## src/rtl/mem_arbiter.sv

```systemverilog
// Shares one memory port between the IFU and the LSU, one transaction at a
// time (IDLE -> BUSY -> RESP), with a watchdog that turns a hung access into an error response.
module mem_arbiter #(
  parameter int unsigned            ISA_WIDTH = 32,
  parameter logic [ISA_WIDTH-1:0]   BASE_ADDR = ISA_WIDTH'(32'h8000_0000),
  parameter int unsigned            TIMEOUT   = 16
) (
  input  logic                 clk,
  input  logic                 rst,
  input  logic                 ifu_req_valid,
  output logic                 ifu_req_ready,
  input  logic [ISA_WIDTH-1:0] ifu_addr,
  output logic                 ifu_resp_valid,
  output logic                 ifu_resp_err,
  output logic [ISA_WIDTH-1:0] ifu_rdata,
  input  logic                 lsu_req_valid,
  output logic                 lsu_req_ready,
  input  logic                 lsu_wen,
  input  logic [ISA_WIDTH-1:0] lsu_addr,
  input  logic [ISA_WIDTH-1:0] lsu_wdata,
  output logic                 lsu_resp_valid,
  output logic                 lsu_resp_err,
  output logic [ISA_WIDTH-1:0] lsu_rdata,
  output logic                 mem_r_en,
  output logic                 mem_w_en,
  output logic [ISA_WIDTH-1:0] mem_addr,
  output logic [ISA_WIDTH-1:0] mem_w,
  input  logic [ISA_WIDTH-1:0] mem_r,
  input  logic                 mem_ack
);

  localparam int unsigned CNT_W = $clog2(TIMEOUT) + 1;

  typedef enum logic [1:0] {
    S_IDLE,
    S_BUSY,
    S_RESP
  } state_t;

  state_t             r_state;
  logic               r_owner_lsu;
  logic               r_wen;
  logic               r_last_lsu;
  logic [CNT_W-1:0]   r_cnt;

  logic               w_idle;
  logic               w_grant_ifu;
  logic               w_grant_lsu;
  logic               w_timeout;
  logic               w_exit;
  logic [ISA_WIDTH-1:0] w_rdata;

  // Round-robin: on contention the requester that did not win last time goes.
  assign w_idle      = (r_state == S_IDLE);
  assign w_grant_ifu = w_idle && ifu_req_valid && (!lsu_req_valid || r_last_lsu);
  assign w_grant_lsu = w_idle && lsu_req_valid && (!ifu_req_valid || !r_last_lsu);
  assign ifu_req_ready = w_grant_ifu;
  assign lsu_req_ready = w_grant_lsu;

  // An ack always beats a coinciding timeout.
  assign w_timeout = (r_cnt == CNT_W'(TIMEOUT - 1));
  assign w_exit    = mem_ack || w_timeout;
  assign w_rdata   = (mem_ack && !r_wen) ? mem_r : '0;

  always_ff @(posedge clk or negedge rst) begin
    if (!rst) begin
      r_state        <= S_IDLE;
      r_owner_lsu    <= 1'b0;
      r_wen          <= 1'b0;
      r_last_lsu     <= 1'b1;
      r_cnt          <= '0;
      ifu_resp_valid <= 1'b0;
      ifu_resp_err   <= 1'b0;
      ifu_rdata      <= '0;
      lsu_resp_valid <= 1'b0;
      lsu_resp_err   <= 1'b0;
      lsu_rdata      <= '0;
      mem_r_en       <= 1'b0;
      mem_w_en       <= 1'b0;
      mem_addr       <= BASE_ADDR;
      mem_w          <= '0;
    end else begin
      unique case (r_state)
        S_IDLE: begin
          r_cnt <= '0;
          if (w_grant_ifu) begin
            r_state     <= S_BUSY;
            r_owner_lsu <= 1'b0;
            r_last_lsu  <= 1'b0;
            r_wen       <= 1'b0;
            mem_addr    <= ifu_addr;
            mem_r_en    <= 1'b1;
            mem_w_en    <= 1'b0;
            mem_w       <= '0;
          end else if (w_grant_lsu) begin
            r_state     <= S_BUSY;
            r_owner_lsu <= 1'b1;
            r_last_lsu  <= 1'b1;
            r_wen       <= lsu_wen;
            mem_addr    <= lsu_addr;
            mem_r_en    <= !lsu_wen;
            mem_w_en    <= lsu_wen;
            mem_w       <= lsu_wen ? lsu_wdata : '0;
          end
        end
        S_BUSY: begin
          r_cnt <= r_cnt + CNT_W'(1);
          if (w_exit) begin
            r_state  <= S_RESP;
            mem_r_en <= 1'b0;
            mem_w_en <= 1'b0;
            mem_addr <= BASE_ADDR;
            mem_w    <= '0;
            if (r_owner_lsu) begin
              lsu_resp_valid <= 1'b1;
              lsu_resp_err   <= !mem_ack;
              lsu_rdata      <= w_rdata;
            end else begin
              ifu_resp_valid <= 1'b1;
              ifu_resp_err   <= !mem_ack;
              ifu_rdata      <= w_rdata;
            end
          end
        end
        S_RESP: begin
          r_state        <= S_IDLE;
          r_cnt          <= '0;
          ifu_resp_valid <= 1'b0;
          lsu_resp_valid <= 1'b0;
        end
        default: r_state <= S_IDLE;
      endcase
    end
  end

endmodule

```

## config.mk

```make
export PLATFORM = sky130hd
export DESIGN_NAME = mem_arbiter
export DESIGN_NICKNAME = d
export VERILOG_FILES = /design/src/rtl/mem_arbiter.sv
export SDC_FILE = /design/constraint.sdc
export NUM_CORES = 1
export LEC_CHECK = 0
export ABC_CLOCK_PERIOD_IN_PS = 2190
export CELL_PAD_IN_SITES_DETAIL_PLACEMENT = 2
export CELL_PAD_IN_SITES_GLOBAL_PLACEMENT = 2
export CORE_ASPECT_RATIO = 0.6
export CORE_MARGIN = 2
export CORE_UTILIZATION = 24
export DETAILED_ROUTE_END_ITERATION = 8
export GPL_TIMING_DRIVEN = 0
export PLACE_DENSITY_LB_ADDON = 0.1
export SYNTH_ARGS = -nofsm -noshare
export SYNTH_HDL_FRONTEND = slang
export SYNTH_SLANG_ARGS = --single-unit
```

## constraint.sdc

```tcl
create_clock -name clk -period 2.19 [get_ports clk]
set_input_delay 0.5475 -clock clk [delete_from_list [all_inputs] [get_ports clk]]
set_output_delay 0.5475 -clock clk [all_outputs]
set_load 0.01 [all_outputs]
```

* Word level (Yosys, flattened, before mapping) *
Index checks and enable logic that the tools add are counted.
W data, S select, Z words.

operators by class
  equality and inequality tests = 7
  reductions and logical operators = 27
  bitwise logic cells = 1
  add/subtract/negate cells = 1
  muxes and demuxes = 30

operator list
  operator               count
  $mux W32               8
  $pmux W32 S2           2
  $reduce_and A3 Y1      5
  $mux W1                11
  $pmux W5 S2            1
  $pmux W1 S2            4
  $reduce_bool A2 Y1     4
  $logic_not A1 Y1       6
  $mux W2                3
  $ne A2 B2 Y1 const B   3
  $add A5 B1 Y5 const B  1
  $eq A5 B4 Y1 const B   1
  $logic_and A1 B1 Y1    5
  $pmux W2 S2            1
  $reduce_and A2 Y1      2
  $logic_or A1 B1 Y1     3
  $ne A3 B3 Y1 const B   1
  $eq A2 B1 Y1 const B   1
  $eq A2 B2 Y1 const B   1
  $logic_not A2 Y1       1
  $reduce_or A2 Y1       1
  $not A1 Y1             1

word-level totals
  logic and storage cells = 81
  bits of input ports = 134
  register bits after elaboration = 144

* Logic depth before layout (Yosys ltp) *
Gate-level depths: netlist of run 1.

  depth in word-level cells = 6
  gate-level depth with buffers = 8
  gate-level depth less buffers = 6

* Worst setup path after synthesis of run 1 *
No wires, ideal clock.

  path type = register to register
  from = register r_cnt[0]
  to = register lsu_rdata[24]
  slack = 0.148 ns
  cell stages (with the launch flop) = 8
  arrival time = 1.917 ns
  setup time = 0.125 ns
  path through = dfrtp_1 -> ha_1 -> and3_1 -> ha_1 -> or2_2 -> nand4b_2 -> buf_4 -> mux2_2

between the ends
  word-level cells in the longest chain between the ends = 3

ends and longest elaborated chain
  element                             line  source
  from (decl)                         44    logic [CNT_W-1:0] r_cnt;
  from (signal assigned)              107   r_cnt <= r_cnt + CNT_W'(1);
  $eq A5 B4 Y1                        61    assign w_timeout = (r_cnt == CNT_W'(TIMEOUT - 1));
  $logic_or A1 B1 Y1                  62    assign w_exit = mem_ack || w_timeout;
  $reduce_and A3 Y1 (no source line)  --
  to (signal assigned)                117   lsu_rdata <= w_rdata;
  to (decl)                           23    output logic [ISA_WIDTH-1:0] lsu_rdata,

No other way between the ends.
A chain may end at the register's enable or synchronous reset.

* Worst setup path in the final report of run 1 *
  from = input lsu_req_valid
  to = output ifu_req_ready

between the ends
  word-level cells in the longest chain between the ends = 3

ends and longest elaborated chain
  element              line  source
  from (decl)          16    input logic lsu_req_valid,
  $logic_not A1 Y1     55    assign w_grant_ifu = w_idle && ifu_req_valid && (!lsu_req_valid || r_last_lsu);
  $logic_or A1 B1 Y1   55
  $logic_and A1 B1 Y1  55
  to (decl)            11    output logic ifu_req_ready,

No other way between the ends.

==> run summary, run 1 <==
Die
• x dimension of the die: 211 um
• # rows: 45
• Top Ports: 270
• core area: 25300 sq um
• Vert. Die Dim: 128 um
• die outline area: 27200 sq um
• initial core utilization: 24.5%

Synth
• synth top area cells: dfrtp_1 (57%), mux2_2 (11%), a32o_1 (5.2%)
• parity-gate share of the synthesized area counting xor and xnor cells: 0.424%
• synthesized netlist net count: 598
• dominant combinational cell family by area after synthesis: compound AO/OA/AOI/OAI gates
• Synth area leader: dfrtp_1
• dominant cell by count in the synthesized netlist: dfrtp_1
• simple-gate share of the synthesized area: 6.22%
• synthesized instance count: 462
• number of synthesized register bits: 144
• mux cell area share after synthesis: 12.1%
• number of distinct standard cells referenced by the synthesized netlist: 39
• post-synthesis compound-gate area fraction: 18.8%
• share of synthesized cell area in full adder, half adder and majority cells: 0.404%
• Synth top area share: 57.3%
• top post-synthesis cells by count: dfrtp_1 (142), mux2_2 (62), and2_1 (37)
• Post-Syn Area: 6200 sq um
• leading register cell type out of synthesis: dfrtp_1
• share of synthesized registers carrying an async set or reset: 100%
• proportion of synthesized chip area in sequential cells: 58.2%
• mean post-synth cell area: 13.4 sq um
• Synth Warn #: 0
• count of flip-flops with a built-in enable after synthesis: 0

GRT
• vias in the first global route: 5751
• pin count of the biggest net entering global routing: 79
• total congestion overflow: 0
• initial antenna violation count: 2
• first-pass GRT wire length: 36200 um
• total track usage: 18.1%

Drt
• number of iterations in the first detailed-routing pass: 4
• mean routed wirelength per cell: 21.4 um
• average vias per placed instance: 4.60
• detailed-route wire length: 23700 um
• DRC marker count from the first detailed-route iteration: 220
• final antenna-violating net count: 0
• number of DRC violations after detailed routing: 0
• total number of vias: 5087

STA
• setup repair after global routing missed its margin: yes
• transition time at the pin with the least slew margin: 0.721 ns
• final setup skew: 0.00978 ns
• maximum achievable frequency: 0.471 GHz
• clock period minus final worst setup slack: 2.12 ns
• worst setup margin: 0.0656 ns
• headroom to the max-slew limit: 51.9%
• Max Slew Vio Count: 0
• Setup violations, final: 0
• final worst hold slack: 0.102 ns
• final hold viol count: 0
• final period utilization: 97.0%

Clocking
• clock transition time at the flip-flop clock pins of the worst setup and hold paths: 0.06 ns
• worst-case clock buffer depth: 2
• # hold bufs at CTS: 0
• number of sinks handled by clock tree synthesis: 144
• Clock Tree Root: clkbuf_16
• later-pin clock latency in the skew report: 0.45 ns
• TritonCTS buffer count: 17
• maximum level of the CTS H-tree: 4
• clock tree from TritonCTS: built

Critical path
• WP data arrival: 1.58 ns
• Critical Path Fanout Max: 16
• cell family with the largest share of critical-path delay: buffers and inverters
• Crit path buffers/inverters: 3
• FF-to-FF path depth: 8
• CP peak stage delay: 0.32 ns
• startpoint types: primary input
• reg-to-reg critical path endpoint: lsu_rdata[27]
• Crit path required time: 1.64 ns
• type of element capturing the critical path: output pin
• library cell contributing the largest single delay on the critical path: dlygate4sd2_1
• chain of cells forming the critical path: dlygate4sd2_1, nor2b_2, buf_8, nor4_4, buf_4
• start of the worst register-to-register path: r_cnt[0]
• start-to-end type of the worst setup path: in2out
• reg-to-reg slack, setup: 0.07 ns

Pwr
• power density cells: 1200 nW/um^2
• maximum vdd ir drop: 381 uV
• Static Leak: 4.60 nW
• Design Power: 12.3 mW

Final layout
• layout cell share with drive strength beyond 1: 19.2%
• layout net count: 900
• area growth from synthesis to layout: 65.8%
• combined area of the multi-input logic cells: 2400 sq um
• flip-flop and latch area: 3610 sq um
• Fill cells: 2537
• antenna cells: 0
• area of all placed cells without fillers: 10300 sq um

Placed design
• GP Congestion: 0.750
• quantity of I/O buffers inserted on ports: 269
• Post-Place Worst Slack: -0.971 ns
• Detailed Place HPWL: 17600 um
• cell area after placement: 9330 sq um

Run status
• run status: completed

Min path
• Tightest Hold Check Type: in2async

Run
• max-cap violations: 0

cells by family after synthesis:
| group | after synthesis |
|---|---|
| flip-flops | 144 |
| AO/OA/AOI/OAI | 141 |
| multiplexers | 67 |
| AND/OR/NAND/NOR | 59 |
| buffers and inverters | 46 |
| XOR/XNOR | 3 |
| adder cells (fa/ha/maj) | 2 |
where the power goes:
| group | internal, mW | total, mW | switching (mW) |
|---|---|---|---|
| Clock | 2.05 | 3.26 | 1.22 |
| Sequential | 3.58 | 4.14 | 0.558 |
| Combinational | 2.84 | 4.90 | 2.07 |
| Total | 8.47 | 12.3 | 3.84 |
layer usage:
layer | share of wire, % | track usage [%] | vias up
li1 | - | - | 2309
met1 | 45 | 23.1 | 2614
met2 | 47 | 28.1 | 133
met3 | 7.0 | 6.69 | 29
met4 | 1.8 | 6.75 | 2
met5 | 0.055 | 0 | -
placed cells by master, fill, tap and decap left out, types with 3 or more instances in the layout:
master           synthesis  final
clkdlybuf4s50_1          0    264
dfrtp_1                142    142
mux2_2                  62     62
and2_1                  37     37
a21o_1                  34     34
o21bai_1                32     32
a32o_1                  32     32
a22o_1                  32     32
clkbuf_16                0     18
buf_4                    4     14
clkbuf_1                16     13
buf_2                   16     10
buf_6                    4      7
inv_1                    6      5
buf_12                   0      5
bufinv_16                0      5
nand2_1                  4      4
buf_8                    0      3
nand2b_1                 3      3
xnor2_1                  3      3
mux2i_1                  3      3
o21ai_0                  3      3
clkinvlp_4               0      3
clkinv_2                 0      3
clkinv_4                 0      3
cell type report:
cell class                 instances  share of cell area, %
sequential                       144                   35.1
timing repair buffer             284                   28.0
clock inverter                    14                   2.08
buffer                            39                   2.96
inverter                           6                  0.219
tap                              329                   4.01
multi-input combinational        272                   23.4
clock buffer                      18                   4.28
flip-flops by register name, indices dropped and copies added (netlist names), 2 cells and up:
signal,flops
r_state,2
mem_w,32
r_cnt,5
ifu_rdata,32
mem_addr,32
lsu_rdata,32
per-stage QoR:
stage / setup TNS [ns] / util [%] / cells
2_1_floorplan: 0 / - / 462
3_3_place_gp: -835.73 / 36.7 / 1060
3_5_place_dp: -37.13 / 36.8 / 1061
4_1_cts: -0.0116 / 40.0 / 1098
5_1_grt: -0.0826 / 40.5 / 1106
6_report: 0 / 40.5 / 1106
timing repair:
action	in CTS	in global routing
cloned	1	1
pin swaps	4	1
buffers inserted	5	7
hold endpoints to repair	0	0
setup endpoints to repair	123	70
gates resized for setup	40	15
worst max-delay path by stage:
stage / startpoint / endpoint / slack, ns / cells past startpoint
4_1_cts: r_last_lsu / ifu_req_ready / -0.01 / 4
6_report: lsu_req_valid / ifu_req_ready / 0.07 / 5
3_5_place_dp: lsu_req_valid / ifu_req_ready / -0.97 / 6
2_1_floorplan: r_cnt[0] / lsu_rdata[24] / 0.15 / 7
3_3_place_gp: rst / mem_w[5] / -5.60 / 1
5_1_grt: r_last_lsu / ifu_req_ready / -0.02 / 4
No activity file was read; power rests on OpenSTA's default activity.
==> run 2: changes to the inputs <==
Settings changed: CAP_MARGIN from default to 20, SETUP_SLACK_MARGIN from default to 0.1.
==> run 2 against run 1 <==
Compared with the run above: cell count is 0.45% higher; clock power hardly changed; global-route usage is 0.14 points higher; combinational power is 3% higher; clock skew is 0.0023 ns lower; largest cell class unchanged.
==> run summary, run 2 (synthesis results as in run 1) <==
Final layout
• area growth from synthesis to layout: 68.1%
• Fill cells: 2506
• layout net count: 905
• area of all placed cells without fillers: 10400 sq um
• combined area of the multi-input logic cells: 2500 sq um
• layout cell share with drive strength beyond 1: 21.1%
• flip-flop and latch area: 3610 sq um
• commonest cells after routing, fill and taps aside: clkdlybuf4s50_1 (263), dfrtp_1 (140), mux2_2 (46)
• antenna cells: 0
• most frequent standard cell in the layout excluding fill and tap cells: clkdlybuf4s50_1

Clocking
• TritonCTS buffer count: 17
• worst-case clock buffer depth: 2
• # hold bufs at CTS: 0
• maximum level of the CTS H-tree: 4
• clock tree from TritonCTS: built
• number of sinks handled by clock tree synthesis: 144
• Clock Tree Root: clkbuf_16
• clock transition time at the flip-flop clock pins of the worst setup and hold paths: 0.06 ns
• later-pin clock latency in the skew report: 0.45 ns

Drt
• number of DRC violations after detailed routing: 0
• average vias per placed instance: 4.59
• number of iterations in the first detailed-routing pass: 4
• mean routed wirelength per cell: 21.8 um
• detailed-route wire length: 24200 um
• final antenna-violating net count: 0
• DRC marker count from the first detailed-route iteration: 180
• total number of vias: 5104

STA
• Setup violations, final: 0
• worst setup margin: 0.105 ns
• final hold viol count: 0
• transition time at the pin with the least slew margin: 0.726 ns
• maximum achievable frequency: 0.480 GHz
• final setup skew: 0.00745 ns
• final period utilization: 95.2%
• headroom to the max-slew limit: 51.6%
• clock period minus final worst setup slack: 2.08 ns
• setup repair after global routing missed its margin: yes
• Max Slew Vio Count: 0

GRT
• initial antenna violation count: 1
• total track usage: 18.2%
• total congestion overflow: 0
• vias in the first global route: 5761
• pin count of the biggest net entering global routing: 79
• first-pass GRT wire length: 36400 um

Placed design
• Detailed Place HPWL: 17600 um
• cell area after placement: 9330 sq um
• GP Congestion: 0.750
• Post-Place Worst Slack: -0.971 ns
• quantity of I/O buffers inserted on ports: 269

Critical path
• WP data arrival: 2.41 ns
• Crit path required time: 2.52 ns
• start-to-end type of the worst setup path: reg2reg
• startpoint types: register
• FF-to-FF path depth: 8
• type of element capturing the critical path: register
• start of the worst register-to-register path: r_cnt[0]
• Setup crit start: r_cnt[0]
• Critical Path Fanout Max: 10

Die
• Top Ports: 270
• # rows: 45
• initial core utilization: 24.5%
• x dimension of the die: 211 um
• core area: 25300 sq um
• Vert. Die Dim: 128 um
• die outline area: 27200 sq um

Pwr
• Static Leak: 4.69 nW
• maximum vdd ir drop: 377 uV
• power density cells: 1200 nW/um^2

Min path
• Tightest Hold Check Type: in2async

Run
• max-cap violations: 0

Run status
• run status: completed

## run 2: report_power, final
group	switching, mW	internal [mW]
registers	0.572	3.59
logic	2.11	2.96
clock network	1.22	2.05
total	3.91	8.59
## run 2: final cells by class
class                      count  area share (%)
tap                          329            3.95
buffer                        39            3.00
multi-input combinational    272            24.0
timing repair buffer         289            28.0
sequential                   144            34.6
inverter                       6           0.216
clock buffer                  18            4.22
clock inverter                14            2.05
## run 2: path summary, 6_finish.rpt
path,to,slack (ns)
setup / recovery,ifu_rdata[8],0.11
hold / removal,lsu_rdata[20],0.11
setup reg to reg,ifu_rdata[8],0.11
hold reg to reg,mem_addr[31],0.47
max in group asynchronous,mem_w[12],1.21
min in group clk,r_last_lsu,0.45
## run 2: worst max-delay path, stage by stage, from the launching register on
cell and delay (ns):
dfrtp_1 0.36, ha_2 0.19, and3_4 0.20, ha_4 0.15, nor2_4 0.05, nor4b_4 0.29
buf_6 0.22, buf_12 0.15, mux2_2 0.34
## run 2: what timing repair did
item                       CTS  global route
resized for setup           51            44
setup endpoints to repair  132            88
hold endpoints to repair     0             0
setup buffers               12             5
pin swaps                    6             1
cloned                       1             1
## run 2: metal layers
layer,up-vias,global-route usage (%),routed length [um]
li1,2311,-,-
met1,2634,23.4,10800
met2,128,28.2,11300
met3,29,6.69,1660
met4,2,6.75,411
met5,-,0,13
## run 2: through the flow
stage	hold WS, ns	cells	setup TNS (ns)	utilization, %	total power [mW]
6_report	0.110	1111	0	41.1	12.5
5_1_grt	0.158	1111	0	41.1	13.2
4_1_cts	0.134	1106	-0.124	40.5	12.5
3_5_place_dp	0.459	1061	-37.13	36.8	8.90
3_3_place_gp	0.449	1060	-835.73	36.7	8.72
2_1_floorplan	0.252	462	0	-	6.07
==> run 3: changes to the inputs <==
Settings changed: CORE_ASPECT_RATIO 0.6 to default, SKIP_LAST_GASP from default to 1.
==> run 3 against run 2 <==
Compared with the run above: combinational power up 4%; largest power group unchanged; sequential cell count unchanged; setup slack improved by 0.014 ns; power down 2.3%; global-route usage shrank 0.85 points; critical path type is now reg2out; worst hold slack gained 0.052 ns; fmax grew 0.70%; clock-buffer cell count increased by 1; cell count grew 1.2%; critical path depth shrank 5.
==> run summary, run 3 (synthesis results as in run 1) <==
STA
• setup TNS after final layout: 0 ns
• final period utilization: 94.5%
• clock period minus final worst setup slack: 2.07 ns
• headroom to the max-slew limit: 52.1%
• transition time at the pin with the least slew margin: 0.718 ns
• Setup violations, final: 0
• final hold viol count: 0
• Max Slew Vio Count: 0
• maximum achievable frequency: 0.483 GHz
• setup repair after global routing missed its margin: yes
• worst setup margin: 0.120 ns
• final setup skew: 0.0138 ns

Critical path
• Critical Path Fanout Max: 10
• Setup crit start: r_state[0]
• WP data arrival: 1.52 ns
• Crit path required time: 1.64 ns
• start of the worst register-to-register path: r_cnt[0]
• start-to-end type of the worst setup path: reg2out
• startpoint types: register
• type of element capturing the critical path: output pin

Final layout
• commonest cells after routing, fill and taps aside: clkdlybuf4s50_1 (263), dfrtp_1 (141), mux2_2 (43)
• area of all placed cells without fillers: 10600 sq um
• most frequent standard cell in the layout excluding fill and tap cells: clkdlybuf4s50_1
• combined area of the multi-input logic cells: 2500 sq um
• layout net count: 916
• layout cell share with drive strength beyond 1: 21.4%
• share of the core filled with cells in the final layout: 41.8%
• area growth from synthesis to layout: 70.3%
• Fill cells: 2574
• flip-flop and latch area: 3610 sq um

Clocking
• number of sinks handled by clock tree synthesis: 144
• maximum level of the CTS H-tree: 4
• Clock Tree Root: clkbuf_16
• clock transition time at the flip-flop clock pins of the worst setup and hold paths: 0.07 ns
• worst-case clock buffer depth: 2
• clock tree from TritonCTS: built
• later-pin clock latency in the skew report: 0.43 ns
• TritonCTS buffer count: 17
• # hold bufs at CTS: 0

Drt
• DRC marker count from the first detailed-route iteration: 148
• number of iterations in the first detailed-routing pass: 4
• total number of vias: 5145
• average vias per placed instance: 4.58
• mean routed wirelength per cell: 20.8 um
• detailed-route wire length: 23400 um
• final antenna-violating net count: 0
• number of DRC violations after detailed routing: 0

Run status
• run status: completed

GRT
• vias in the first global route: 6015
• met1 usage in global routing: 20.8%
• met3 Usage GRT: 6.23%
• global routing's busiest layer: met2
• global-route track usage on met2: 29.3%
• pin count of the biggest net entering global routing: 74
• total congestion overflow: 0
• initial antenna violation count: 2
• first-pass GRT wire length: 35500 um
• total track usage: 17.4%

Die
• # rows: 58
• die outline area: 27100 sq um
• x dimension of the die: 165 um
• core area: 25300 sq um
• Vert. Die Dim: 165 um
• initial core utilization: 24.5%
• Top Ports: 270

Pwr
• maximum vdd ir drop: 438 uV
• Design Power: 12.2 mW
• Static Leak: 4.76 nW
• power density cells: 1160 nW/um^2

Run
• max-cap violations: 0

Min path
• Tightest Hold Check Type: in2async

Placed design
• Post-Place Worst Slack: -0.926 ns
• GP Congestion: 0.762
• Detailed Place HPWL: 16500 um
• quantity of I/O buffers inserted on ports: 269
• cell area after placement: 9330 sq um

-- run 3: critical path, cell delays in order, from the launching register on --
cell,delay [ns]
dfrtp_1,0.44
buf_4,0.21
nor4_4,0.27
buf_2,0.19
-- run 3: timing repair --
action | CTS | global route
resized for setup | 59 | 42
setup endpoints to repair | 136 | 116
gates cloned | 3 | 3
buffers inserted | 17 | 7
pin swaps | 6 | 15
-- run 3: final timing paths --
path	endpoint	depth (start not counted)	slack, ns
max in group asynchronous	mem_w[29]	2	1.19
min reg2reg	mem_addr[31]	2	0.46
min in group clk	mem_addr[31]	2	0.46
max reg2reg	ifu_rdata[3]	9	0.12
max	ifu_req_ready	3	0.12
min	lsu_rdata[20]	1	0.16
-- run 3: power by group --
group | total [mW] | internal, mW | switching (mW)
combinational | 5.26 | 3.13 | 2.13
clock | 2.81 | 1.52 | 1.29
sequential | 4.13 | 3.58 | 0.552
total | 12.2 | 8.24 | 3.97
-- run 3: cell type report --
type	instances	area share, %
antenna	1	0.0237
clock inverter	13	1.16
multi-input combinational	272	23.7
timing repair buffer	300	29.3
sequential	144	34.2
clock buffer	19	4.20
buffer	39	3.31
tap	330	3.91
inverter	6	0.213
-- run 3: layer usage --
layer | vias to the layer above | share of wire, %
met3 | 20 | 7.9
met4 | 2 | 1.2
met5 | - | 0.056
li1 | 2329 | -
met2 | 183 | 50
met1 | 2611 | 41
-- run 3: through the flow --
step           instances  hold WS [ns]
3_5_place_dp        1062         0.456
5_1_grt             1124         0.201
3_3_place_gp        1061         0.448
4_1_cts             1114         0.174
6_report            1124         0.162
2_1_floorplan        462         0.252
